$ cat config.mk
export PLATFORM = sky130hd
export DESIGN_NAME = mem_port_arbiter_flat
export DESIGN_NICKNAME = d
export VERILOG_FILES = /design/src/rtl/mem_port_arbiter_pkg.sv /design/src/rtl/mem_port_arbiter_if.sv /design/src/rtl/arb_priority_sel.sv /design/src/rtl/mem_port_arbiter.sv /design/src/flat_wrapper.sv
export SDC_FILE = /design/constraint.sdc
export NUM_CORES = 1
export LEC_CHECK = 0
export BUFFER_PORTS_ARGS = -buffer_cell sky130_fd_sc_hd__buf_2
export CAP_MARGIN = 30
export CORE_AREA = 2 2 647 649
export CTS_CLUSTER_SIZE = 12
export DETAILED_ROUTE_END_ITERATION = 10
export DIE_AREA = 0 0 649 651
export GPL_ROUTABILITY_DRIVEN = 0
export PLACE_DENSITY_LB_ADDON = 0.05
export SLEW_MARGIN = 20
export SYNTH_ARGS = -nofsm -noshare
export SYNTH_HDL_FRONTEND = slang
export SYNTH_SLANG_ARGS = --single-unit
$ cat constraint.sdc
create_clock -name clk -period 4.77 [get_ports clk]
set_clock_uncertainty 0.15 [all_clocks]
set_input_delay 0.954 -clock clk [delete_from_list [all_inputs] [get_ports clk]]
set_output_delay 0.954 -clock clk [all_outputs]
set_load 0.02 [all_outputs]
$ cat src/rtl/mem_port_arbiter_pkg.sv
// Shared types and width defaults for the cacheline memory-port arbiter.
package mem_arb_pkg;

  localparam int ADDR_W_DEF = 32;
  localparam int LINE_W_DEF = 256;

  typedef enum logic [1:0] {
    IDLE   = 2'd0,
    GNT_I  = 2'd1,
    GNT_D  = 2'd2,
    GNT_PF = 2'd3
  } arb_state_t;

  typedef enum logic [1:0] {
    REQ_NONE = 2'd0,
    REQ_I    = 2'd1,
    REQ_D    = 2'd2,
    REQ_PF   = 2'd3
  } requester_t;

endpackage

$ cat src/rtl/mem_port_arbiter_if.sv
// Bundle of requester and memory-side signals around the arbiter.
// slave = the arbiter itself, master = caches, prefetcher and memory.
interface mem_port_arbiter_if #(
  parameter int ADDR_W = 32,
  parameter int LINE_W = 256
);
  logic              i_read;
  logic [ADDR_W-1:0] i_address;
  logic [LINE_W-1:0] i_rdata;
  logic              i_resp;

  logic              d_read;
  logic              d_write;
  logic [ADDR_W-1:0] d_address;
  logic [LINE_W-1:0] d_wdata;
  logic [LINE_W-1:0] d_rdata;
  logic              d_resp;

  logic              pf_read;
  logic [ADDR_W-1:0] pf_address;
  logic [LINE_W-1:0] pf_rdata;
  logic              pf_resp;

  logic              mem_read;
  logic              mem_write;
  logic [ADDR_W-1:0] mem_address;
  logic [LINE_W-1:0] mem_wdata;
  logic [LINE_W-1:0] mem_rdata;
  logic              mem_resp;

  modport slave (
    input  i_read, i_address, d_read, d_write, d_address, d_wdata,
           pf_read, pf_address, mem_rdata, mem_resp,
    output i_rdata, i_resp, d_rdata, d_resp, pf_rdata, pf_resp,
           mem_read, mem_write, mem_address, mem_wdata
  );

  modport master (
    output i_read, i_address, d_read, d_write, d_address, d_wdata,
           pf_read, pf_address, mem_rdata, mem_resp,
    input  i_rdata, i_resp, d_rdata, d_resp, pf_rdata, pf_resp,
           mem_read, mem_write, mem_address, mem_wdata
  );
endinterface

$ cat src/rtl/arb_priority_sel.sv
// Three-way requester pick: d > i > pf, unless a starving pf is forced through.
module arb_priority_sel
  import mem_arb_pkg::*;
(
  input  logic       i_req,
  input  logic       d_req,
  input  logic       pf_req,
  input  logic       force_pf,
  output requester_t sel
);

  always_comb begin
    sel = REQ_NONE;
    if (force_pf && pf_req) sel = REQ_PF;
    else if (d_req)         sel = REQ_D;
    else if (i_req)         sel = REQ_I;
    else if (pf_req)        sel = REQ_PF;
  end

endmodule

$ cat src/rtl/mem_port_arbiter.sv
// Single-outstanding arbiter for the shared cacheline memory port.
// Demand beats prefetch; starve_cnt bounds how long a pending prefetch waits.
module mem_port_arbiter
  import mem_arb_pkg::*;
#(
  parameter int ADDR_W          = ADDR_W_DEF,
  parameter int LINE_W          = LINE_W_DEF,
  parameter int PF_STARVE_LIMIT = 4
) (
  input  logic                clk,
  input  logic                rst,
  mem_port_arbiter_if.slave   bus
);

  localparam int CNT_W = $clog2(PF_STARVE_LIMIT + 1);

  arb_state_t        state;
  logic [CNT_W-1:0]  starve_cnt;
  logic              mem_read_q;
  logic              mem_write_q;
  logic [ADDR_W-1:0] mem_address_q;
  logic [LINE_W-1:0] mem_wdata_q;
  logic              starved;
  requester_t        win;

  assign starved = (starve_cnt == CNT_W'(PF_STARVE_LIMIT));

  arb_priority_sel u_sel (
    .i_req    (bus.i_read),
    .d_req    (bus.d_read | bus.d_write),
    .pf_req   (bus.pf_read),
    .force_pf (starved),
    .sel      (win)
  );

  always_ff @(posedge clk or negedge rst) begin
    if (!rst) begin
      state         <= IDLE;
      starve_cnt    <= '0;
      mem_read_q    <= 1'b0;
      mem_write_q   <= 1'b0;
      mem_address_q <= '0;
      mem_wdata_q   <= '0;
    end else begin
      unique case (state)
        IDLE: begin
          unique case (win)
            REQ_D: begin
              state         <= GNT_D;
              mem_address_q <= bus.d_address;
              mem_read_q    <= bus.d_read;
              mem_write_q   <= bus.d_write;
              if (bus.d_write) mem_wdata_q <= bus.d_wdata;
            end
            REQ_I: begin
              state         <= GNT_I;
              mem_address_q <= bus.i_address;
              mem_read_q    <= 1'b1;
            end
            REQ_PF: begin
              state         <= GNT_PF;
              mem_address_q <= bus.pf_address;
              mem_read_q    <= 1'b1;
            end
            default: ;
          endcase
          // Count only demand grants that jump a waiting prefetch.
          if (!bus.pf_read || win == REQ_PF)
            starve_cnt <= '0;
          else if ((win == REQ_I || win == REQ_D) && !starved)
            starve_cnt <= starve_cnt + CNT_W'(1);
        end
        default: begin
          if (bus.mem_resp) begin
            mem_read_q  <= 1'b0;
            mem_write_q <= 1'b0;
            state       <= IDLE;
          end
        end
      endcase
    end
  end

  assign bus.mem_read    = mem_read_q;
  assign bus.mem_write   = mem_write_q;
  assign bus.mem_address = mem_address_q;
  assign bus.mem_wdata   = mem_wdata_q;

  // Completion is routed combinationally so the owner sees it in the mem_resp cycle.
  assign bus.i_resp  = (state == GNT_I)  && bus.mem_resp;
  assign bus.d_resp  = (state == GNT_D)  && bus.mem_resp;
  assign bus.pf_resp = (state == GNT_PF) && bus.mem_resp;

  assign bus.i_rdata  = bus.mem_rdata;
  assign bus.d_rdata  = bus.mem_rdata;
  assign bus.pf_rdata = bus.mem_rdata;

endmodule
$ cat src/flat_wrapper.sv
// flat-port wrapper written by rule: the top's interface ports become plain ports
module mem_port_arbiter_flat import mem_arb_pkg::*;
#(
  parameter int ADDR_W          = ADDR_W_DEF,
  parameter int LINE_W          = LINE_W_DEF,
  parameter int PF_STARVE_LIMIT = 4
)
  (clk, rst, bus_i_read, bus_i_address, bus_d_read, bus_d_write, bus_d_address, bus_d_wdata, bus_pf_read, bus_pf_address, bus_mem_rdata, bus_mem_resp, bus_i_rdata, bus_i_resp, bus_d_rdata, bus_d_resp, bus_pf_rdata, bus_pf_resp, bus_mem_read, bus_mem_write, bus_mem_address, bus_mem_wdata);
  mem_port_arbiter_if #(.ADDR_W(ADDR_W), .LINE_W(LINE_W)) bus_i ();
  input  logic clk;
  input  logic rst;
  input wire logic [$bits(bus_i.i_read)-1:0] bus_i_read;
  input wire logic [$bits(bus_i.i_address)-1:0] bus_i_address;
  input wire logic [$bits(bus_i.d_read)-1:0] bus_d_read;
  input wire logic [$bits(bus_i.d_write)-1:0] bus_d_write;
  input wire logic [$bits(bus_i.d_address)-1:0] bus_d_address;
  input wire logic [$bits(bus_i.d_wdata)-1:0] bus_d_wdata;
  input wire logic [$bits(bus_i.pf_read)-1:0] bus_pf_read;
  input wire logic [$bits(bus_i.pf_address)-1:0] bus_pf_address;
  input wire logic [$bits(bus_i.mem_rdata)-1:0] bus_mem_rdata;
  input wire logic [$bits(bus_i.mem_resp)-1:0] bus_mem_resp;
  output wire logic [$bits(bus_i.i_rdata)-1:0] bus_i_rdata;
  output wire logic [$bits(bus_i.i_resp)-1:0] bus_i_resp;
  output wire logic [$bits(bus_i.d_rdata)-1:0] bus_d_rdata;
  output wire logic [$bits(bus_i.d_resp)-1:0] bus_d_resp;
  output wire logic [$bits(bus_i.pf_rdata)-1:0] bus_pf_rdata;
  output wire logic [$bits(bus_i.pf_resp)-1:0] bus_pf_resp;
  output wire logic [$bits(bus_i.mem_read)-1:0] bus_mem_read;
  output wire logic [$bits(bus_i.mem_write)-1:0] bus_mem_write;
  output wire logic [$bits(bus_i.mem_address)-1:0] bus_mem_address;
  output wire logic [$bits(bus_i.mem_wdata)-1:0] bus_mem_wdata;
  assign bus_i.i_read = bus_i_read;
  assign bus_i.i_address = bus_i_address;
  assign bus_i.d_read = bus_d_read;
  assign bus_i.d_write = bus_d_write;
  assign bus_i.d_address = bus_d_address;
  assign bus_i.d_wdata = bus_d_wdata;
  assign bus_i.pf_read = bus_pf_read;
  assign bus_i.pf_address = bus_pf_address;
  assign bus_i.mem_rdata = bus_mem_rdata;
  assign bus_i.mem_resp = bus_mem_resp;
  assign bus_i_rdata = bus_i.i_rdata;
  assign bus_i_resp = bus_i.i_resp;
  assign bus_d_rdata = bus_i.d_rdata;
  assign bus_d_resp = bus_i.d_resp;
  assign bus_pf_rdata = bus_i.pf_rdata;
  assign bus_pf_resp = bus_i.pf_resp;
  assign bus_mem_read = bus_i.mem_read;
  assign bus_mem_write = bus_i.mem_write;
  assign bus_mem_address = bus_i.mem_address;
  assign bus_mem_wdata = bus_i.mem_wdata;
  mem_port_arbiter #(.ADDR_W(ADDR_W), .LINE_W(LINE_W), .PF_STARVE_LIMIT(PF_STARVE_LIMIT)) u_core (.clk(clk), .rst(rst), .bus(bus_i));
endmodule
==> metrics.csv <==
stage,metric,value,unit
outcome,run status,completed,
clock_tree,post-CTS setup buffers,0,
grt,initial antenna violation count,112,
logic_synthesis,syn_nets,2239,
worst_setup_path,crit end category,flip-flop,
placement,DP Area,22420,µm²
sta,final slew viol count,0,
floorplan,initial core utilization,4.323,%
logic_synthesis,Synth cell types,39,
clock_tree,Clock transition at path regs,60,ps
worst_setup_path,CP Launch Point,u_core.starve_cnt[0],
power,peak supply drop,0.2870,mV
grt,first-pass GRT wire length,139200,µm
worst_setup_path,crit path to,u_core.bus.mem_wdata[214],
sta,Setup TNS,0,ps
finish,most frequent cells in the layout,"650 x buf_2, 295 x dfrtp_1, 201 x mux2_2, 66 x nand2_1, 55 x mux2_1",
clock_tree,CTS tree,built,
finish,"commonest non-fill, non-tap cell in the layout",buf_2,
sta,min Tclk post-route,3469,ps
placement,post-detail-place hpwl,91510,µm
clock_tree,Clock Sinks,295,
logic_synthesis,Syn Area/Cell,11.09,µm²
logic_synthesis,post-synthesis cell count,1619,
grt,total congestion overflow,0,
routing,DR pass1 iterations,4,
floorplan,Boundary Pins,1676,
worst_setup_path,critical path required time,5150,ps
clock_tree,CTS Hold Bufs,0,
placement,port buffer count,651,
sta,worst-margin pin slew,811.9,ps
power,Power Dens Cells,603.1,nW/µm²
floorplan,die height,651,µm
grt,total global-route track usage,5.027,%
worst_setup_path,worst r2r dst,u_core.bus.mem_wdata[214],
finish,proportion of layout cells with a drive suffix above 1,64.26,%
logic_synthesis,"Primary FF master, synth",dfrtp_1,
routing,routed vias/inst,1.584,
logic_synthesis,"Seq/Total Area, Yosys",41.10,%
worst_setup_path,Critical R2R Launch,u_core.starve_cnt[0],
finish,final instance area,24100,µm²
routing,starting DRC count in detailed routing,326,
floorplan,Row Count,237,
power,total chip power,14540,µW
clock_tree,Longest Clk Path Bufs,3,
finish,P&R area growth vs syn,34.18,%
worst_setup_path,"Data arrival, critical path",3850,ps
sta,RSZ-0062 raised after global routing,false,
sta,final worst-path cycle share,72.73,%
routing,Via Count,11209,
job,Max Cap Viol,0,
floorplan,die area,422500,µm²
min_path,Hold WC Path Type,primary input to asynchronous set/reset pin,
floorplan,core area,415400,µm²
sta,max_slew headroom,45.74,%
logic_synthesis,#FFs+latches synth,295,
finish,fin cells,7078,
floorplan,Die X-Extent,649,µm
worst_setup_path,FF-to-FF path depth,8,
power,Static Leak,0.008543,µW
clock_tree,clock root buffer,clkbuf_16,
sta,final setup violation count,0,
logic_synthesis,Netlist Area Pre-Place,17960,µm²
clock_tree,H-tree levels,2,
worst_setup_path,CP startpoint kind,flip-flop,
grt,vias in the first global route,12222,
logic_synthesis,Async SR Flop Fraction,100.0,%
clock_tree,CTS buffer count,50,
finish,nets@finish,2151,
worst_setup_path,WS Path Type,flip-flop to flip-flop,
routing,final WL,110300,µm
routing,Antenna Violating Nets Remaining,0,
logic_synthesis,Post-synth EDFFs,0,
clock_tree,worst-skew pair later-pin latency,650,ps
worst_setup_path,register-to-register setup slack,1300,ps
grt,largest net degree at the start of global routing,72,
routing,DRC,0,
worst_setup_path,Worst Path Max Fanout,24,
clock_tree,post-cts sizing count,0,
sta,Final Hold Vio Count,0,
sta,Max Freq,0.2882,GHz
logic_synthesis,Ys Warns,0,
placement,placed cells,6976,
routing,wire per inst,15.59,µm
metrics by stage:
stage                     hold slack (ps)  utilization, %  setup slack (ps)
after floorplan                     328.0               -              1681
after global placement              316.4           5.381             377.0
after detailed placement            319.5           5.396             837.2
after CTS                           130.7           5.791              1124
after global routing                179.9           5.793             941.8
final                               173.3           5.801              1301
how the worst min path moves through the flow:
stage | from | endpoint | slack, ps | cells past startpoint
detailed placement | u_core.bus.mem_wdata[224] | u_core.bus.mem_wdata[224] | 320 | 1
CTS | rst | u_core.bus.mem_wdata[79] | 130 | 1
global route | rst | u_core.bus.mem_wdata[79] | 180 | 1
global placement | u_core.bus.mem_wdata[128] | u_core.bus.mem_wdata[128] | 320 | 1
floorplan | u_core.starve_cnt[0] | u_core.starve_cnt[0] | 330 | 1
finish | rst | u_core.bus.mem_wdata[60] | 170 | 1
registers in the layout, summed over array words and instances (netlist names):
name and flops:
u_core.starve_cnt 3, u_core.bus.mem_write 1, u_core.bus.mem_wdata 256, u_core.bus.mem_address 32, u_core.state 2, u_core.bus.mem_read 1
logic make-up (layout without fill, tap and decap cells):
group	after synthesis	in the layout	share of synthesized area (%)
multiplexers	257	257	16.11
flip-flops	295	295	41.10
other	0	17	0
adder cells (fa/ha/maj)	5	5	0.3483
AO/OA/AOI/OAI	115	115	5.071
AND/OR/NAND/NOR	113	113	3.100
buffers and inverters	834	779	34.27
worst max-delay path, stage by stage, from the launching register on:
cell and delay (ps):
dfrtp_1 380, inv_1 60, ha_1 300, o2bb2ai_1 240, a21oi_1 410, ha_1 280, and3_4 590, buf_4 460
mux2_2 390
final cells by class:
type | count | area [µm²]
Clock inverter | 10 | 122.6
Fill cell | 48752 | 391300
Inverter | 7 | 26.28
Antenna cell | 17 | 42.54
Clock buffer | 75 | 1516
Timing Repair Buffer | 687 | 3679
Multi-Input combinational cell | 490 | 4454
Sequential cell | 295 | 7382
Tap cell | 5497 | 6878
power breakdown:
part	switching [µW]	internal [µW]
sequential	638	3780
combinational	3980	2280
clock	1570	2280
cell usage after synthesis (7+ instances only):
cell,count,area [µm²]
inv_1,7,26.28
mux2_1,55,619.3
o221a_1,30,337.8
o211ai_1,32,240.2
buf_6,7,78.83
buf_2,12,60.06
or2_2,32,200.2
nand2_1,66,247.7
clkbuf_1,20,75.07
buf_4,788,5916
dfrtp_1,295,7382
mux2_2,201,2263
o21ai_0,33,165.2
metal layers:
layer	wire (µm)	up-vias	global-route usage (%)
li1	-	4461	-
met1	34270	5251	4.370
met2	56090	1009	9.158
met3	14290	458	3.095
met4	5483	30	2.153
met5	204	-	0.04527
Power figures use the tool's default switching activity.
